<file path="config.mk">
export PLATFORM = sky130hd
export DESIGN_NAME = ks_adder_pipe
export DESIGN_NICKNAME = d
export VERILOG_FILES = /design/src/rtl/ks_pkg.sv /design/src/rtl/ks_adder_pipe_prefix_level.sv /design/src/rtl/ks_adder_pipe.sv
export SDC_FILE = /design/constraint.sdc
export NUM_CORES = 1
export LEC_CHECK = 0
export ABC_CLOCK_PERIOD_IN_PS = 2500
export CAP_MARGIN = 20
export CORE_UTILIZATION = 45
export CTS_BUF_LIST = sky130_fd_sc_hd__clkbuf_8
export DETAILED_ROUTE_END_ITERATION = 12
export PLACE_DENSITY = 0.74
export SYNTH_ARGS = -nofsm -noshare
export SYNTH_HDL_FRONTEND = slang
export SYNTH_SLANG_ARGS = --single-unit
</file>
<file path="constraint.sdc">
create_clock -name clk -period 2.5 [get_ports clk]
set_input_delay 0.25 -clock clk [delete_from_list [all_inputs] [get_ports clk]]
set_output_delay 0.25 -clock clk [all_outputs]
set_load 0.03 [all_outputs]
</file>
<file path="src/rtl/ks_pkg.sv">
// Shared helpers for the pipelined Kogge-Stone adder: level count, pipe-mask
// popcount and the widest mask the helpers accept.
package ks_pkg;

    localparam int KS_MAX_LEVELS = 8;

    typedef logic [KS_MAX_LEVELS:0] ks_mask_t;

    function automatic int ks_levels(input int width);
        return (width <= 2) ? 1 : $clog2(width);
    endfunction

    // Number of register banks, i.e. the latency in cycles.
    function automatic int ks_popcount(input ks_mask_t mask);
        int n;
        n = 0;
        for (int i = 0; i <= KS_MAX_LEVELS; i++) begin
            n += int'(mask[i]);
        end
        return n;
    endfunction

endpackage

</file>
<file path="src/rtl/ks_adder_pipe_prefix_level.sv">
// One combinational row of Kogge-Stone carry operators with a fixed span;
// bits below the span pass straight through.
module ks_prefix_level #(
    parameter int WIDTH = 16,
    parameter int SPAN  = 1
) (
    input  logic [WIDTH-1:0] g_in,
    input  logic [WIDTH-1:0] p_in,
    output logic [WIDTH-1:0] g_out,
    output logic [WIDTH-1:0] p_out
);

    always_comb begin
        g_out = g_in;
        p_out = p_in;
        for (int i = SPAN; i < WIDTH; i++) begin
            g_out[i] = g_in[i] | (p_in[i] & g_in[i-SPAN]);
            p_out[i] = p_in[i] & p_in[i-SPAN];
        end
    end

endmodule

</file>
<file path="src/rtl/ks_adder_pipe.sv">
// Parametrised Kogge-Stone adder/subtractor with an optional register bank
// after each prefix level and valid/ready flow control.
module ks_adder_pipe
    import ks_pkg::*;
#(
    parameter int                    WIDTH     = 16,
    parameter logic [ks_levels(WIDTH):0] PIPE_MASK = 5'b00101
) (
    input  logic             clk,
    input  logic             rst,
    input  logic             in_valid,
    output logic             in_ready,
    input  logic [WIDTH-1:0] in_a,
    input  logic [WIDTH-1:0] in_b,
    input  logic             in_cin,
    input  logic             in_sub,
    output logic             out_valid,
    input  logic             out_ready,
    output logic [WIDTH-1:0] out_sum,
    output logic             out_cout,
    output logic             out_ovf
);

    localparam int L = ks_levels(WIDTH);

    // Handshake: a beat moves across a boundary when valid & ready are both
    // high at the clock edge; ready never depends on the valid it qualifies.
    logic [WIDTH-1:0] b_eff;
    logic [WIDTH:0]   carry;

    assign b_eff = in_b ^ {WIDTH{in_sub}};

    for (genvar i = 0; i <= L; i++) begin : lvl
        logic [WIDTH-1:0] cg, cp, cp0;
        logic [WIDTH-1:0] sg, sp, sp0;
        logic             cc0, cv, sc0, sv;
        logic             up_rdy, dn_rdy;

        if (i == 0) begin : gp
            assign cg  = in_a & b_eff;
            assign cp  = in_a ^ b_eff;
            assign cp0 = in_a ^ b_eff;
            assign cc0 = in_cin ^ in_sub;
            assign cv  = in_valid;
        end else begin : pfx
            ks_prefix_level #(
                .WIDTH (WIDTH),
                .SPAN  (1 << (i - 1))
            ) u_row (
                .g_in  (lvl[i-1].sg),
                .p_in  (lvl[i-1].sp),
                .g_out (cg),
                .p_out (cp)
            );
            assign cp0 = lvl[i-1].sp0;
            assign cc0 = lvl[i-1].sc0;
            assign cv  = lvl[i-1].sv;
        end

        if (i == L) begin : tail
            assign dn_rdy = out_ready;
        end else begin : mid
            assign dn_rdy = lvl[i+1].up_rdy;
        end

        if (PIPE_MASK[i]) begin : bank
            logic             v_q, c0_q;
            logic [WIDTH-1:0] g_q, p_q, p0_q;

            // Bank loads when empty or when its beat leaves this same cycle.
            assign up_rdy = !v_q || dn_rdy;

            always_ff @(posedge clk or posedge rst) begin
                if (rst) begin
                    v_q  <= 1'b0;
                    c0_q <= 1'b0;
                    g_q  <= '0;
                    p_q  <= '0;
                    p0_q <= '0;
                end else if (up_rdy) begin
                    v_q <= cv;
                    if (cv) begin
                        c0_q <= cc0;
                        g_q  <= cg;
                        p_q  <= cp;
                        p0_q <= cp0;
                    end
                end
            end

            assign sv  = v_q;
            assign sc0 = c0_q;
            assign sg  = g_q;
            assign sp  = p_q;
            assign sp0 = p0_q;
        end else begin : thru
            assign up_rdy = dn_rdy;
            assign sv     = cv;
            assign sc0    = cc0;
            assign sg     = cg;
            assign sp     = cp;
            assign sp0    = cp0;
        end
    end

    // After the last level G/P span the full prefix, so every carry is a
    // single step from c0.
    always_comb begin
        carry[0] = lvl[L].sc0;
        for (int i = 1; i <= WIDTH; i++) begin
            carry[i] = lvl[L].sg[i-1] | (lvl[L].sp[i-1] & lvl[L].sc0);
        end
    end

    assign out_sum   = lvl[L].sp0 ^ carry[WIDTH-1:0];
    assign out_cout  = carry[WIDTH];
    assign out_ovf   = carry[WIDTH] ^ carry[WIDTH-1];
    assign out_valid = lvl[L].sv;
    assign in_ready  = lvl[0].up_rdy;

endmodule
</file>
After elaboration in Yosys (flattened, before gate mapping)
Cells that the tools add are included.
{"block": "word_totals", "register_bits": 84, "output_inout_bits": 20}
{"block": "op_classes", "bitwise": 185, "n_reduce_logical": 6}
{"op": "1-bit AND", "count": 114}
{"op": "1-bit bitwise OR", "count": 65}
{"op": "16-bit XOR", "count": 3}
{"op": "16-bit AND", "count": 1}
{"op": "2-bit AND reduction", "count": 2}
{"op": "1-bit zero test", "count": 2}
{"op": "1-bit logical OR", "count": 2}
{"op": "1-bit XOR", "count": 2}

Logic depth before layout (Yosys ltp)
{"block": "logic_depth", "ltp_word": 6, "mapped_depth": 6, "mapped_depth_nobuf": 4}

Hierarchy
A second synthesis with hierarchy kept.
{"block": "hier_totals", "hier_cells": 379, "area_unflattened_um2": 4723.3}
{"module": "ks_adder_pipe", "instances": 1, "cells_per_inst": 251, "area_each_um2": 3802.4}
{"module": "ks_prefix_level at lvl[4].pfx.u_row", "instances": 1, "cells_per_inst": 32, "area_each_um2": 240.2}
{"module": "ks_prefix_level at lvl[3].pfx.u_row", "instances": 1, "cells_per_inst": 32, "area_each_um2": 230.2}
{"module": "ks_prefix_level at lvl[2].pfx.u_row", "instances": 1, "cells_per_inst": 32, "area_each_um2": 226.5}
{"module": "ks_prefix_level at lvl[1].pfx.u_row", "instances": 1, "cells_per_inst": 32, "area_each_um2": 224.0}

Least setup slack after synthesis
Ideal clock, no wire load.
{"block": "synth_path", "kind": "flip-flop to output port", "from": "register lvl[2].bank.c0_q", "to": "output port out_ovf", "arrival_time_ns": 1.603, "t_required_ns": 2.250, "setup_slack_ns": 0.647, "path_stages_with_launch": 5, "n_path_buf": 0, "path_cell_list": "dfrtp_1 > a21o_2 > a21oi_1 > o21ai_0 > xnor2_1"}
{"block": "synth_via", "elab_chain_len": 3, "word_cells_on_any_way": 5, "cone_classes": "5 x bitwise"}
{"element": "from (decl)", "line_no": "ks_adder_pipe.sv:67", "source": "logic v_q, c0_q;"}
{"element": "from (signal assigned)", "line_no": "ks_adder_pipe.sv:76", "source": "c0_q <= 1'b0;"}
{"element": "from (signal assigned)", "line_no": "ks_adder_pipe.sv:83", "source": "c0_q <= cc0;"}
{"element": "1-bit AND", "line_no": "ks_adder_pipe.sv:111", "source": "carry[i] = lvl[L].sg[i-1] | (lvl[L].sp[i-1] & lvl[L].sc0);"}
{"element": "1-bit bitwise OR", "line_no": "ks_adder_pipe.sv:111"}
{"element": "1-bit XOR *", "line_no": "ks_adder_pipe.sv:117", "source": "assign out_ovf = carry[WIDTH] ^ carry[WIDTH-1];"}
{"element": "to (decl)", "line_no": "ks_adder_pipe.sv:21", "source": "output logic out_ovf"}
Mark *: on every way between the ends. The rest lies on a longest branch, timed or not.

Worst setup path after layout
{"block": "layout_path", "from": "register lvl[2].bank.c0_q", "to": "output port out_sum[13]"}
{"block": "layout_via", "elab_chain_len": 3}
{"element": "1-bit AND", "line_no": "ks_adder_pipe.sv:111"}
{"element": "1-bit bitwise OR", "line_no": "ks_adder_pipe.sv:111"}
{"element": "16-bit XOR", "line_no": "ks_adder_pipe.sv:115", "source": "assign out_sum = lvl[L].sp0 ^ carry[WIDTH-1:0];"}
{"element": "to (decl)", "line_no": "ks_adder_pipe.sv:19", "source": "output logic [WIDTH-1:0] out_sum,"}
Every way passes these cells.

==> impl_metrics.json <==
{
  "status": "complete, no violations",
  "path_buf_inv": 1,
  "syn_nets": 404,
  "syn_area_um2": 4049,
  "syn_area_per_cell_um2": 11.60,
  "grt_antenna_before_repair": 0,
  "drcViolationCount": 0,
  "worstPathArrival_ns": 2.14,
  "synth-edff-count": 0,
  "final_cell_mix": "dfrtp_1, mux2_2, clkdlybuf4s50_1",
  "tightest_slew_ns": 0.4474,
  "worst_ir_drop_vdd_mv": 0.3364,
  "timing.final.crit_period_ns": 2.387,
  "die_h_um": 96.86,
  "p_clk_frac": 0.189,
  "path_class": "flip-flop to output pin",
  "ys_types": 30,
  "n_fill_cell": 741,
  "finClkSkew_ns": 0.009517,
  "tritoncts": "yes",
  "crit_family": "compound AO/OA/AOI/OAI gates",
  "grt_usage": 0.1822,
  "cts.path.max_buffers": 2,
  "detailedRoute.firstIterationViolations": 131,
  "start_util": 0.4643,
  "drt-pass1-iter-count": 4,
  "pwr-share-comb": 0.376,
  "setup_viol": 0,
  "pin_count": 58,
  "postPlaceCellArea_um2": 4738,
  "die_w_um": 96.86,
  "clk_latency_ns": 0.35,
  "syn_to_final_growth_pct": 21.04,
  "seqPwrFrac": 0.435,
  "die_area_um2": 9381,
  "routabilityCongestion": 0.7502,
  "crit_chain": "a21o_1 -> a311o_1 -> a21oi_2 -> xnor2_1 -> dlygate4sd2_1",
  "p_int_mw": 2.846,
  "drive_above_1_share": 0.2054,
  "required_ns": 2.25,
  "max_cap_viol_count": 0,
  "overflow": 0,
  "drv_slew": 0,
  "fin_tns_setup_ns": 0,
  "hold_buffers": 0,
  "p_per_area_nw_per_um2": 942.8,
  "finalPower_mw": 4.620,
  "finalWirelength_um": 7824,
  "htreeDepth": 3,
  "wl_per_cell_um": 15.13,
  "syn_inst": 349,
  "rsz0062_at_grt": "false",
  "vias_per_cell": 5.294,
  "crit_slowest_cell": "dfrtp_1",
  "startpoint_type": "flip-flop",
  "core_um2": 8721,
  "final_core_util": 0.5620,
  "via_count": 2737,
  "post-route-cell-area_um2": 4901,
  "holdCritPathClass": "primary input to asynchronous set/reset pin",
  "p_leak_nw": 2.268,
  "grt_max_degree": 38,
  "synth_seq_cells": 83,
  "yosysSeqAreaShare": 0.5130,
  "final_common_cell": "dfrtp_1",
  "fp-row-count": 34,
  "antenna_cells": 0,
  "cp_max_fo": 6,
  "endpoint_kind": "output pin",
  "final_nets": 459,
  "max_stage_delay_ns": 0.46,
  "async_flop_share": 1.000,
  "hold_viol": 0,
  "synth_flop_cell": "dfrtp_1",
  "grt_pass1_wl_um": 13570,
  "cts.sink_count": 83,
  "portBuffers": 57,
  "antenna_left": 0,
  "first_global_vias": 2842,
  "hpwl_um": 5878,
  "p_sw_frac": 0.3840,
  "clk_pin_slew_ns": 0.09,
  "yosysWarnings": 0,
  "cts_root_buf": "clkbuf_8",
  "min_period_over_period": 0.9549,
  "max_slew_margin": 0.7013,
  "p_switching_mw": 1.774,
  "max_freq_ghz": 0.4189,
  "numCtsBuffers": 9
}
[logic make-up (layout without fill, tap and decap cells)]
kind of cell,Yosys count,after routing,share of synthesized area
AO/OA/AOI/OAI,78,78,0.1205
XOR/XNOR,33,33,0.07139
buffers and inverters,24,84,0.02843
AND/OR/NAND/NOR,62,62,0.06953
multiplexers,52,52,0.1446
adder cells (fa/ha/maj),17,17,0.05253
flip-flops,83,83,0.5130
[power by group through the flow]
stage                     Combinational, mW  Clock [mW]  Sequential [mW]
after floorplan                        1.27           0             1.87
after global placement                 1.81           0             2.01
after detailed placement               1.84           0             2.04
after global routing                   1.88       0.949             2.07
final                                  1.74       0.873             2.01
after CTS                              1.76       0.891             2.01
[stage by stage]
stage          cells  hold slack, ns  setup slack [ns]
6_report         517          0.2173            0.1127
2_1_floorplan    349          0.3584            0.1132
4_1_cts          517          0.2214           0.04826
3_3_place_gp     501          0.4630            0.1881
5_1_grt          517          0.2549          0.006867
3_5_place_dp     501          0.4708            0.1718
[flip-flops by register name, indices dropped and copies added (netlist names)]
signal,flops
lvl.bank.c0_q,2
lvl.bank.g_q,32
lvl.bank.p0_q,31
lvl.bank.p_q,16
lvl.bank.v_q,1
out_valid,1
[cell usage after synthesis (all sizes together) (2+ instances only)]
master	number	area share
a21o	22	0.041
a21oi	21	0.028
a311o	2	0.0053
and2	3	0.0046
buf	10	0.015
clkbuf	11	0.010
dfrtp	83	0.51
ha	17	0.053
inv	3	0.0028
mux2	52	0.14
nand2	35	0.032
nand2b	3	0.0046
nand4	10	0.015
nor2	7	0.0065
o21ai	26	0.032
o31ai	3	0.0056
xnor2	9	0.019
xor2	24	0.052
[cell type report]
type,instances,area [um^2],area share
Clock buffer,9,123.9,0.02527
Inverter,3,11.26,0.002298
Multi-Input combinational cell,242,1859,0.3794
Timing Repair Buffer,65,641.9,0.1310
Sequential cell,83,2077,0.4238
Tap cell,108,135.1,0.02757
Clock inverter,7,52.55,0.01072
[final timing paths]
kind	slack, ns	start	endpoint	depth (start not counted)
max	0.11	lvl[2].bank.c0_q$_DFFE_PP0P_	out_sum[13]	5
max reg2reg	0.94	out_valid$_DFFE_PP0P_	lvl[2].bank.p0_q[7]$_DFFE_PP0P_	4
min	0.22	rst	lvl[0].bank.p0_q[11]$_DFFE_PP0P_	2
max in group asynchronous	1.71	rst	lvl[2].bank.p_q[2]$_DFFE_PP0P_	3
min reg2reg	0.49	lvl[2].bank.p_q[3]$_DFFE_PP0P_	lvl[2].bank.p_q[3]$_DFFE_PP0P_	2
min in group clk	0.49	lvl[2].bank.p_q[3]$_DFFE_PP0P_	lvl[2].bank.p_q[3]$_DFFE_PP0P_	2
[routing by layer]
metal | vias to the layer above | share of wire | global-route usage
met1 | 1333 | 0.49 | 0.2521
met5 | - | 0 | 0
met2 | 57 | 0.47 | 0.2855
li1 | 1336 | - | -
met4 | 0 | 0.013 | 0.08037
met3 | 11 | 0.030 | 0.02673
[repair_timing]
action                                  CTS  global route
endpoints found under the setup margin    9             3
gates resized for setup                   9             4
buffers inserted                          0             0
gates cloned                              0             0
No activity file was read; power rests on OpenSTA's default activity.
